==> src/rtl/fifo_uart_pkg.sv <==
// fifo_uart_pkg: FSM state encoding and counter widths shared by the FIFO-fed UART transmitter
package fifo_uart_pkg;
    typedef enum logic [2:0] {IDLE, LOAD, START, DATA, PARITY, STOP} state_t;
    localparam int FRAME_CNT_W = 16;
    localparam int BAUD_CNT_W = 16;
endpackage

==> src/rtl/fifo_uart_tx_if.sv <==
// fifo_uart_tx_if: FIFO read port; master is the transmitter, slave is the FIFO
interface fifo_uart_tx_if #(parameter int DATA_SIZE = 8);
    logic [DATA_SIZE-1:0] rdata;
    logic empty;
    logic rd_en;
    modport master(input rdata, empty, output rd_en);
    modport slave(output rdata, empty, input rd_en);
endinterface

==> src/rtl/fifo_uart_tx_baud_tick.sv <==
// baud_tick: per-bit period counter with a bit-end tick, held at zero outside the bit-driving states
module baud_tick
    import fifo_uart_pkg::*;
#(
    parameter int CLKS_PER_BIT = 16
) (
    input  logic clk,
    input  logic rst,
    input  logic run,
    output logic tick
);
    logic [BAUD_CNT_W-1:0] cnt;
    assign tick = run && cnt == BAUD_CNT_W'(CLKS_PER_BIT - 1);
    // count 0..CLKS_PER_BIT-1, restarting at every bit boundary and whenever the FSM is not driving a bit
    always_ff @(posedge clk or posedge rst)
        if (rst) cnt <= '0;
        else cnt <= (!run || tick) ? '0 : cnt + BAUD_CNT_W'(1);
endmodule

==> src/rtl/fifo_uart_tx.sv <==
// fifo_uart_tx: pulls words from a FIFO and sends them as UART frames; define FIFO_UART_TX_PARITY_EN for an even-parity bit
module fifo_uart_tx
    import fifo_uart_pkg::*;
#(
    parameter int DATA_SIZE = 8,
    parameter int CLKS_PER_BIT = 16
) (
    input  logic                   clk,
    input  logic                   rst,
    fifo_uart_tx_if.master         fifo,
    output logic                   tx,
    output logic                   busy,
    output logic [FRAME_CNT_W-1:0] frame_cnt
);
    localparam int BIT_W = $clog2(DATA_SIZE + 1);
    localparam logic [BIT_W-1:0] LAST_BIT = BIT_W'(DATA_SIZE - 1);
    state_t state;
    logic [DATA_SIZE-1:0] shreg;
    logic [BIT_W-1:0] bit_idx;
    logic tick;
    logic run;
`ifdef FIFO_UART_TX_PARITY_EN
    logic par;
`endif
    assign run = state inside {START, DATA, PARITY, STOP};
    assign fifo.rd_en = !rst && state == IDLE && !fifo.empty;
    baud_tick #(.CLKS_PER_BIT(CLKS_PER_BIT)) u_baud (
        .clk(clk),
        .rst(rst),
        .run(run),
        .tick(tick)
    );
    // frame sequencer: the read strobe is issued from IDLE, data lands in LOAD, bits advance on each tick
    always_ff @(posedge clk or posedge rst)
        if (rst) begin
            state <= IDLE;
            tx <= 1'b1;
            busy <= 1'b0;
            frame_cnt <= '0;
            shreg <= '0;
            bit_idx <= '0;
`ifdef FIFO_UART_TX_PARITY_EN
            par <= 1'b0;
`endif
        end else
            case (state)
                IDLE: if (!fifo.empty) begin
                    state <= LOAD;
                    busy <= 1'b1;
                end
                LOAD: begin
                    state <= START;
                    tx <= 1'b0;
                    shreg <= fifo.rdata;
                    bit_idx <= '0;
`ifdef FIFO_UART_TX_PARITY_EN
                    par <= ^fifo.rdata;
`endif
                end
                START: if (tick) begin
                    state <= DATA;
                    tx <= shreg[0];
                    shreg <= shreg >> 1;
                end
                DATA: if (tick) begin
                    if (bit_idx == LAST_BIT) begin
`ifdef FIFO_UART_TX_PARITY_EN
                        state <= PARITY;
                        tx <= par;
`else
                        state <= STOP;
                        tx <= 1'b1;
`endif
                    end else begin
                        tx <= shreg[0];
                        shreg <= shreg >> 1;
                        bit_idx <= bit_idx + BIT_W'(1);
                    end
                end
                PARITY: if (tick) begin
                    state <= STOP;
                    tx <= 1'b1;
                end
                STOP: if (tick) begin
                    state <= IDLE;
                    busy <= 1'b0;
                    frame_cnt <= frame_cnt + FRAME_CNT_W'(1);
                end
                default: state <= IDLE;
            endcase
endmodule
==> src/flat_wrapper.sv <==
// flat-port wrapper written by rule: the top's interface ports become plain ports
module fifo_uart_tx_flat import fifo_uart_pkg::*;
#(
    parameter int DATA_SIZE = 8,
    parameter int CLKS_PER_BIT = 16
)
  (clk, rst, tx, busy, frame_cnt, fifo_rdata, fifo_empty, fifo_rd_en);
  fifo_uart_tx_if #(.DATA_SIZE(DATA_SIZE)) fifo_i ();
  input  logic clk;
  input  logic rst;
  output logic tx;
  output logic busy;
  output logic [FRAME_CNT_W-1:0] frame_cnt;
  input wire logic [$bits(fifo_i.rdata)-1:0] fifo_rdata;
  input wire logic [$bits(fifo_i.empty)-1:0] fifo_empty;
  output wire logic [$bits(fifo_i.rd_en)-1:0] fifo_rd_en;
  assign fifo_i.rdata = fifo_rdata;
  assign fifo_i.empty = fifo_empty;
  assign fifo_rd_en = fifo_i.rd_en;
  fifo_uart_tx #(.DATA_SIZE(DATA_SIZE), .CLKS_PER_BIT(CLKS_PER_BIT)) u_core (.clk(clk), .rst(rst), .fifo(fifo_i), .tx(tx), .busy(busy), .frame_cnt(frame_cnt));
endmodule
==> config.mk <==
export PLATFORM = sky130hd
export DESIGN_NAME = fifo_uart_tx_flat
export DESIGN_NICKNAME = d
export VERILOG_FILES = /design/src/rtl/fifo_uart_pkg.sv /design/src/rtl/fifo_uart_tx_if.sv /design/src/rtl/fifo_uart_tx_baud_tick.sv /design/src/rtl/fifo_uart_tx.sv /design/src/flat_wrapper.sv
export SDC_FILE = /design/constraint.sdc
export NUM_CORES = 1
export LEC_CHECK = 0
export CAP_MARGIN = 20
export CORE_MARGIN = 10
export CORE_UTILIZATION = 50
export DETAILED_ROUTE_END_ITERATION = 10
export PLACE_DENSITY = 0.77
export SETUP_SLACK_MARGIN = 0.5
export SLEW_MARGIN = 30
export SYNTH_ARGS = -nofsm -noshare
export SYNTH_HDL_FRONTEND = slang
export SYNTH_SLANG_ARGS = --single-unit
==> constraint.sdc <==
create_clock -name clk -period 3.45 [get_ports clk]
set_clock_uncertainty 0.2 [all_clocks]
set_input_delay 1.035 -clock clk [delete_from_list [all_inputs] [get_ports clk]]
set_output_delay 1.035 -clock clk [all_outputs]
set_load 0.03 [all_outputs]
# After elaboration in Yosys (flattened, before gate mapping)
# Cells that the tools add are included.
[word_totals]
reg_bits = 49
in_bits = 11
output_inout_bits = 19
word_cells = 66
[classes]
n_addsub = 3
n_eq_ne = 14
mux = 23
reduce_logical = 19
[ops]
columns = ["operator", "n"]
rows = [
  ["$add 16x1->16 const B", 2],
  ["$mux 8", 3],
  ["$pmux 8 s3", 1],
  ["$mux 3", 6],
  ["$pmux 3 s6", 1],
  ["$eq 16x4->1 const B", 1],
  ["$mux 16", 1],
  ["$ne 2x2->1 const B", 7],
  ["$mux 4", 2],
  ["$pmux 4 s2", 1],
  ["$reduce_and 4->1", 2],
  ["$reduce_bool 4->1", 2],
  ["$eq 3x2->1 const B", 2],
  ["$eq 3x3->1 const B", 2],
  ["$mux 1", 6],
  ["$reduce_and 3->1", 2],
  ["$reduce_and 6->1", 1],
  ["$add 4x1->4 const B", 1],
  ["$eq 4x3->1 const B", 1],
  ["$pmux 1 s4", 1],
  ["$reduce_bool 2->1", 2],
  ["$eq 3x1->1 const B", 1],
  ["$logic_and 1x1->1", 3],
  ["$logic_not 1->1", 3],
  ["5 further kinds", 5],
]

# Logic depth before layout (Yosys ltp)
# Gate-level depths: netlist (run 1).
[logic_depth]
ltp_word = 5
ltp_mapped = 10
ltp_nobuf = 7

# Cells and area by module
# Synthesis (run 1) repeated with hierarchy kept, for this count alone.
[unflattened]
hier_cells = 235
hier_area_um2 = 2522.4
[by_module_without_submodules]
columns = ["mod", "n_inst", "cells_per_inst", "area_per_inst_um2", "seq_area_each_um2"]
rows = [
  ["fifo_uart_tx", 1, 151, 1684.1, 827.0],
  ["baud_tick", 1, 84, 838.3, 400.4],
]

# Worst setup path after synthesis (run 1)
# No wires, ideal clock.
[synth_timing]
path_kind = "input port to output port"
startpoint = "input port rst"
endpoint = "output port fifo_rd_en"
arrival_time_ns = 2.563
t_required_ns = 2.215
path_slack_ns = -0.348
cell_stages = 2
n_path_buf = 0
path_cell_list = "inv_1 and3_1"
[synth_via]
elab_chain_len = 3
[synth_lines]
columns = ["element", "line", "rtl"]
rows = [
  ["start, declared", "flat_wrapper.sv:10", "input logic rst;"],
  ["$logic_not 1->1", "fifo_uart_tx.sv:26", "assign fifo.rd_en = !rst && state == IDLE && !fifo.empty;"],
  ["$logic_and 1x1->1 (2 in a row)", "fifo_uart_tx.sv:26", ""],
  ["end, declared", "flat_wrapper.sv:16", "output wire logic [$bits(fifo_i.rd_en)-1:0] fifo_rd_en;"],
]
# No other way between the ends.

# Worst setup path in the final report (run 1)
# Ends and elaborated chain as after synthesis.

==> out/results.txt, run 1 <==
Status = finished clean
Initial antenna violation count = 0
DP Area = 2840 sq um
Worst-Skew Late Latency = 0.30 ns
Final net count = 285
Synth top area cells = dfrtp_1 49%, mux2_2 7.8%, xnor2_1 6.7%
Syn Std Cell Area = 2470 sq um
Global route overflow = 0
Pin count of the biggest net entering global routing = 50
Post-synthesis cell count = 236
Maximum Capacitance Violations = 0
Post-route antenna net violation count = 0
Synth top area share = 48.63%
Startpoint Class = primary input
Row count = 25
Final Hold Fails = 0
Sequential share of the synthesized area = 49.70%
Crit end category = primary output
RSZ-0062 raised after global routing = no
Drt wl/cell = 14.44 um
Sw power = 210.4 uW
Placed cell count = 328
WL final = 4867 um
Power Density = 327.9 nW/um^2
Layout area overhead = 19.50%
Leak pwr = 0.001307 uW
Die Y = 90.29 um
Slew Viols, Final = 0
Worst IR drop on VDD = 288.9 uV
Worst hold path type = register to register
Final worst slack = 0.5498 ns
Hold Crit Depth = 1
Final instance area = 2952 sq um
Worst path required time = 2.21 ns
YS warnings = 0
DRT Pass-1 Iters = 4
Final Cycle Share = 84.07%
IO Pins = 30
Port buffer count = 29
Critical path class = primary input to primary output
N_diodes = 0
CTS tree = yes
Most instantiated cells after synthesis = 48 x dfrtp_1, 23 x nor2_1, 19 x xnor2_1
CTS HTree Levels = 2
Synth Register Bits = 49
Comb pwr share = 3.5%
Number of global-route vias before repair = 1,937
Worst-path maximum fanout = 2
Max Root-Sink Buffers = 2
Drt drc = 0
Syn_nets = 252
Maximum clock rate = 344.8 MHz
Synth Flop Type = dfrtp_1
FF-to-FF path depth = 8
GRT Overall Usage = 12.91%
Setup tns final = 0 ns
Syn avg cell area = 10.47 sq um
Cell with the most instances after synthesis = dfrtp_1
Vias per inst = 5.499
Die ar. = 8151 sq um
Initial core utilization = 51.95%
DP HPWL = 3409 um
Hold-fix buffers, CTS = 0
CTS buffer count = 5
GP Congestion = 0.8216
Part of the power in registers = 59.9%
Core area = 4755 sq um
Pre-CTS setup slack = 0.2251 ns
Root buf cell = clkbuf_8
Slew HR = 59.47%
Asr flop ratio synth = 100.0%
Final setup viols = 0
Num Clock Sinks = 49
Reg clk slew, reported paths = 0.09 ns
First-pass GRT wire length = 9032 um
Top cell type by total area after synthesis = dfrtp_1
Die W = 90.29 um
CP arrival = 1.67 ns
Sw frac = 21.75%
Clock power frac = 36.6%
Drt initial violations = 123
Fraction of layout cells with a size suffix above 1 = 15.19%
Worst Tran Pin Value = 0.6079 ns
Post-synth EDFFs = 0
Post-layout minimum cycle time = 2.900 ns
Synth cell types = 37
Via count = 1,853
Fin cells = 337
Internal power = 757.3 uW
-- power groups by stage --
stage	Sequential (uW)	Clock, uW	Combinational [uW]
after global routing	580	396	37.8
after global placement	591	0	33.7
final	580	355	33.7
after detailed placement	591	0	34.0
after CTS	580	359	34.6
after floorplan	592	0	14.9
-- per-layer routing --
layer	routed length [um]	GRT usage, %	vias up
li1	-	-	896
met2	2414	22.09	41
met3	160	2.993	12
met5	0	0	-
met4	64	3.581	0
met1	2227	15.83	904
-- through the flow --
step | util (%) | total power, uW | hold slack (ns)
floorplan | - | 606.7 | 0.2479
global placement | 59.74 | 624.5 | 0.2554
detailed placement | 59.74 | 624.9 | 0.2626
CTS | 62.03 | 972.9 | 0.2752
global route | 62.08 | 1014 | 0.3182
finish | 62.08 | 967.7 | 0.2667
-- cells in the final DEF, fill, tap and decap left out, types with 2 or more instances in the layout --
cell and count:
nand2_1 17, clkbuf_8 6, xor2_1 8, a21oi_1 9, clkdlybuf4s50_1 26, mux2_2 17, or3_1 2, nor3_1 4
dfrtp_1 47, buf_4 4, and4_1 5, clkdlybuf4s15_1 2, nand3b_1 2, nand3_1 10, ha_1 5, xnor2_1 19
nand4_1 9, nor2_1 22, nor2b_1 5, and3_1 7, nor4_1 4, inv_1 7, o21ai_0 11
-- cell families after synthesis --
group	count (synthesis)	synth area share, %
AOI/OAI and AO/OA	26	5.876
xor gates and xnor gates	27	9.575
adders and majority gates	5	2.533
buffers and inverters	15	2.533
DFF	49	49.70
muxes	18	8.308
and+or+nand+nor	96	21.48
-- registers in the layout, summed over array words and instances (netlist names) --
signal             cells
u_core.busy            1
u_core.tx              1
u_core.u_baud.cnt     16
u_core.bit_idx         4
u_core.state           3
u_core.shreg           8
u_core.frame_cnt      16
-- path summary, 6_finish.rpt --
check | startpoint | end | slack (ns)
worst max-delay path | rst | fifo_rd_en | 0.55
worst min-delay path | u_core.frame_cnt[15] | u_core.frame_cnt[15] | 0.27
worst max register to register | u_core.state[1] | u_core.frame_cnt[15] | 0.78
worst min register to register | u_core.frame_cnt[15] | u_core.frame_cnt[15] | 0.27
max in group asynchronous | rst | u_core.state[2] | 1.76
min in group asynchronous | rst | u_core.frame_cnt[1] | 0.83
-- timing repair --
item,CTS,global route
hold endpoints to repair,0,0
resized for setup,5,2
endpoints found under the setup margin,1,2
pin swaps,2,1
setup buffers,1,0
-- worst max-delay path, stage by stage --
cell and delay (ns):
clkdlybuf4s15_1 0.20, clkinvlp_4 0.11, and3_4 0.18, buf_6 0.13
-- layout make-up --
type | instances | area [sq um]
fill | 408 | 1803
sequential | 49 | 1229
multi-input combinational | 172 | 1187
timing repair buffer | 33 | 321.6
tap | 67 | 83.83
clock buffer | 6 | 82.58
inverter | 8 | 33.78
clock inverter | 2 | 13.76
No activity file was read; power rests on OpenSTA's default activity.
==> run 2, diff against run 1 <==
==> constraint.sdc (replaced) <==
create_clock -name clk -period 2.44 [get_ports clk]
set_clock_uncertainty 0.2 [all_clocks]
set_input_delay 0.732 -clock clk [delete_from_list [all_inputs] [get_ports clk]]
set_output_delay 0.732 -clock clk [all_outputs]
set_load 0.03 [all_outputs]
==> out/results.txt, run 2 (synthesis gave the netlist of run 1 again) <==
Final Hold Fails = 0
Drt wl/cell = 14.93 um
Most common cell after layout, fill and taps aside = dfrtp_1
Port buffer count = 29
Initial core utilization = 51.95%
Drt initial violations = 58
GP Congestion = 0.7985
Slew Viols, Final = 0
Pin count of the biggest net entering global routing = 50
CTS tree = yes
Hold-fix buffers, CTS = 0
Die ar. = 8151 sq um
Metal-1 WL = 2456 um
First-pass GRT wire length = 8873 um
Root buf cell = clkbuf_8
Die Y = 90.29 um
Post-route antenna net violation count = 0
Global route overflow = 0
Reg2reg start = u_core.state[1]
Max Root-Sink Buffers = 2
Worst IR drop on VDD = 277.3 uV
Maximum clock rate = 453.5 MHz
WL final = 5376 um
Startpoint Class = register
Number of global-route vias before repair = 1,855
Maximum Capacitance Violations = 0
Met2 Wirelength = 2591 um
Crit path from = u_core.state[1]
Vias per inst = 5.219
Worst hold path type = register to register
Worst setup endpoint = fifo_rd_en
Num Clock Sinks = 49
Final net count = 308
Initial antenna violation count = 0
Layout area overhead = 34.19%
CTS buffer count = 5
Critical path class = register to primary output
Worst-Skew Late Latency = 0.30 ns
N_diodes = 0
Drt drc = 0
Core area = 4755 sq um
Status = finished clean
RSZ-0062 raised after global routing = yes
Fraction of layout cells with a size suffix above 1 = 39.59%
IO Pins = 30
DRT Pass-1 Iters = 4
Die W = 90.29 um
CP arrival = 1.27 ns
Final setup viols = 0
DP HPWL = 3387 um
Max layer used = met4
Slew HR = 59.78%
Most frequent cells in the layout = 45 x dfrtp_1, 20 x buf_4, 18 x nor2_1, 18 x buf_2, 15 x xnor2_1
Regs by FF count = u_core.frame_cnt x16, u_core.u_baud.cnt x16, u_core.shreg x8
Worst hold slack = 0.2889 ns
Leak pwr = 0.001615 uW
Worst path required time = 1.51 ns
Reg2Reg Setup Slack = 0.26 ns
Setup tns final = 0 ns
Row count = 25
Worst Tran Pin Value = 0.6032 ns
Final Cycle Share = 90.38%
GRT Overall Usage = 12.87%
DR WL met3 = 169 um
Power Density = 445.1 nW/um^2
Post-layout minimum cycle time = 2.205 ns
Worst-path maximum fanout = 2
Crit end category = primary output
CTS HTree Levels = 2
Reg clk slew, reported paths = 0.09 ns
Via count = 1,879
Worst reg2reg endpoint = u_core.shreg[3]
FF-to-FF path depth = 8
run 2: cell types whose count changed in the layout (fill, tap and decap cells not counted), moves of 5 or more:
cell	delta
buf_2	+18
buf_4	+16
buf_6	+8
clkdlybuf4s50_1	-18
mux2_2	-10
mux2_4	+10
nand2_1	-5
o21ai_0	-7
o21ai_1	+6
run 2: worst min path at each step:
stage	from	endpoint	slack [ns]	depth (start not counted)
after global placement	u_core.frame_cnt[15]	u_core.frame_cnt[15]	0.26	1
final	u_core.frame_cnt[9]	u_core.frame_cnt[9]	0.29	1
after detailed placement	u_core.frame_cnt[13]	u_core.frame_cnt[13]	0.27	1
after floorplan	u_core.u_baud.cnt[0]	u_core.u_baud.cnt[0]	0.25	1
after global routing	u_core.frame_cnt[15]	u_core.frame_cnt[15]	0.30	1
after CTS	u_core.frame_cnt[9]	u_core.frame_cnt[9]	0.29	1
run 2: area by class of cell:
type                    instances  area (sq um)
multi-input cells             172          1403
fillers                       335          1440
flip-flops and latches         49          1231
inverters                       8         38.79
clock inverters                 1         30.03
well taps                      67         83.83
clock buffers                   7         86.33
repair buffers                 56         441.7
run 2: per-layer routing:
layer | track usage, % | vias to the layer above
met4 | 3.846 | 0
met2 | 20.88 | 33
li1 | - | 937
met5 | 0 | -
met1 | 16.47 | 894
met3 | 3.242 | 15
run 2: critical path: stages, from the launching register on:
cell	delay, ns
dfrtp_1	0.43
buf_6	0.14
nor2_4	0.09
and3_4	0.19
buf_6	0.13
run 2: what timing repair did:
item | in CTS | in global routing
endpoints found under the hold margin | 0 | 0
resized for setup | 99 | 42
pin swaps | 5 | 9
setup endpoints to repair | 42 | 53
buffers inserted | 11 | 6
run 2: metrics by stage:
step | area (sq um) | setup WS, ns | util, % | total power, uW | instances
global route | 3314 | 0.1747 | 69.71 | 1531 | 360
finish | 3314 | 0.2347 | 69.71 | 1475 | 360
CTS | 3161 | 0.2312 | 66.47 | 1484 | 354
detailed placement | 2992 | -0.1550 | 62.92 | 888.3 | 335
floorplan | 2587 | -0.3300 | - | 860.6 | 236
global placement | 2992 | -0.1532 | 62.92 | 887.6 | 335
run 2: report_power, final:
group | total (uW) | internal (uW) | switching, uW
sequential | 820 | 817 | 2.70
clock | 597 | 334 | 262
combinational | 59.2 | 31.9 | 27.2
==> run 3, diff against run 2 <==
--- a/config.mk
+++ b/config.mk
@@ -7,9 +7,9 @@
 export LEC_CHECK = 0
 export CAP_MARGIN = 20
 export CORE_MARGIN = 10
-export CORE_UTILIZATION = 50
+export CORE_UTILIZATION = 55
 export DETAILED_ROUTE_END_ITERATION = 10
-export PLACE_DENSITY = 0.77
+export PLACE_DENSITY = 0.8
 export SETUP_SLACK_MARGIN = 0.5
 export SLEW_MARGIN = 30
 export SYNTH_ARGS = -nofsm -noshare
==> constraint.sdc (replaced) <==
create_clock -name clk -period 2.9 [get_ports clk]
set_clock_uncertainty 0.2 [all_clocks]
set_input_delay 0.87 -clock clk [delete_from_list [all_inputs] [get_ports clk]]
set_output_delay 0.87 -clock clk [all_outputs]
set_load 0.03 [all_outputs]
==> out/results.txt, run 3 (synthesis gave the netlist of run 1 again) <==
Status = finished clean
Final Cycle Share = 83.11%
Row count = 24
Fillers = 327
Setup tns final = 0 ns
WL final = 4826 um
Slew HR = 60.01%
Global route overflow = 0
Die ar. = 7571 sq um
Maximum Capacitance Violations = 0
Die Y = 87.01 um
Worst path top cell family by delay = simple AND/OR/NAND/NOR gates
Reg clk slew, reported paths = 0.10 ns
Leak pwr = 0.001455 uW
Die W = 87.01 um
Most frequent cells in the layout = 48 x dfrtp_1, 21 x nor2_1, 19 x xnor2_1
CP bufs+invs = 2
CTS tree = yes
CP arrival = 1.34 ns
Regs by FF count = u_core.frame_cnt x16, u_core.u_baud.cnt x16, u_core.shreg x8
Worst path max stage delay = 0.18 ns
Met2 Wirelength = 2416 um
N_diodes = 0
Final net count = 294
Reg area = 1227 sq um
Crit end category = primary output
DRT Pass-1 Iters = 4
Worst Tran Pin Value = 0.5998 ns
Via count = 1,811
Worst hold slack = 0.2702 ns
Slowest CP cell = and3_4
Initial core utilization = 56.72%
CTS buffer count = 5
Post-route antenna net violation count = 0
Fraction of layout cells with a size suffix above 1 = 19.71%
Number of global-route vias before repair = 1,803
Final setup viols = 0
RSZ-0062 raised after global routing = yes
Crit path top cell by count = buf_6
Initial antenna violation count = 0
Core area = 4354 sq um
Metal-1 WL = 2186 um
Multi-input logic area = 1244 sq um
DR WL met3 = 151 um
CTS HTree Levels = 2
GP Congestion = 0.7680
Maximum clock rate = 414.9 MHz
Startpoint Class = primary input
IO Pins = 30
Max Root-Sink Buffers = 2
Port buffer count = 29
Pin count of the biggest net entering global routing = 50
Post-Route Utilization = 69.89%
Worst IR drop on VDD = 334.1 uV
Max layer used = met4
Layout area overhead = 23.20%
Worst-Skew Late Latency = 0.31 ns
Worst path required time = 1.83 ns
Power Density = 373.4 nW/um^2
Final Hold Fails = 0
First-pass GRT wire length = 8500 um
Slew Viols, Final = 0
GRT Overall Usage = 13.78%
Critical path class = primary input to primary output
DP HPWL = 3391 um
Drt initial violations = 116
Vias per inst = 5.471
Num Clock Sinks = 49
Post-layout minimum cycle time = 2.410 ns
Root buf cell = clkbuf_8
Hold-fix buffers, CTS = 0
Most common cell after layout, fill and taps aside = dfrtp_1
Worst-path maximum fanout = 2
Drt drc = 0
Drt wl/cell = 14.58 um
CP cell instances = buf_6 > nor2_4 > and3_4 > buf_6
Worst hold path type = register to register
[run 3: cell count changes in the layout (fill, tap and decap cells not counted), moves of 4 or more]
cell	previous run	this run
a21oi_1	5	9
a21oi_2	4	0
buf_2	18	0
buf_4	20	9
dlygate4sd2_1	0	18
nand2_1	12	17
o21ai_0	4	11
o21ai_1	7	1
xnor2_1	15	19
xnor2_2	4	0
[run 3: path summary, 6_finish.rpt]
path	cells past startpoint	slack (ns)	endpoint	startpoint
max in group asynchronous	3	1.54	u_core.frame_cnt[5]	rst
min	1	0.27	u_core.frame_cnt[15]	u_core.frame_cnt[15]
min reg2reg	1	0.27	u_core.frame_cnt[15]	u_core.frame_cnt[15]
max reg2reg	8	0.60	u_core.shreg[4]	u_core.state[2]
min in group asynchronous	3	0.54	u_core.frame_cnt[0]	rst
max	4	0.49	fifo_rd_en	fifo_empty
[run 3: final cells by class]
cell class                      count  area share (%)
Sequential cell                    49           40.34
Timing Repair Buffer               42           12.62
Multi-Input combinational cell    172           40.87
Clock buffer                        6           2.385
Inverter                            8           1.192
Clock inverter                      2          0.4523
Tap cell                           52           2.138
[run 3: worst reg2reg max path, cell delays in order, from the launching register on]
cell and delay [ns]:
dfrtp_1 0.41, inv_2 0.08, ha_4 0.27, nand4_1 0.09, and4b_2 0.35, mux2i_2 0.10, nor3_4 0.20, buf_6 0.18
mux2_4 0.31
[run 3: power breakdown]
part           total, uW  leakage (uW)  internal (uW)  switching (uW)
sequential           690      0.000655            687            2.32
clock                402     0.0000456            172             230
combinational       44.0      0.000755           23.3            20.7
total               1140       0.00146            883             253
[run 3: layer usage]
layer  track usage (%)  vias up
li1                  -      913
met4             5.302        0
met3             3.558        7
met2             21.65       12
met5                 0        -
met1             17.66      879
[run 3: timing repair]
| item | in CTS | in global routing |
|---|---|---|
| resized for setup | 22 | 15 |
| pin swaps | 3 | 2 |
| endpoints found under the setup margin | 20 | 13 |
| buffers inserted | 2 | 2 |
[run 3: stage by stage]
stage	cell area, sq um	total power, uW	setup slack, ns	std cells
3_5_place_dp	2912	747.2	0.02233	319
3_3_place_gp	2912	746.5	0.02755	319
2_1_floorplan	2540	724.1	-0.1460	236
5_1_grt	3043	1179	0.4757	331
4_1_cts	2994	1150	0.2933	329
6_report	3043	1136	0.4897	331
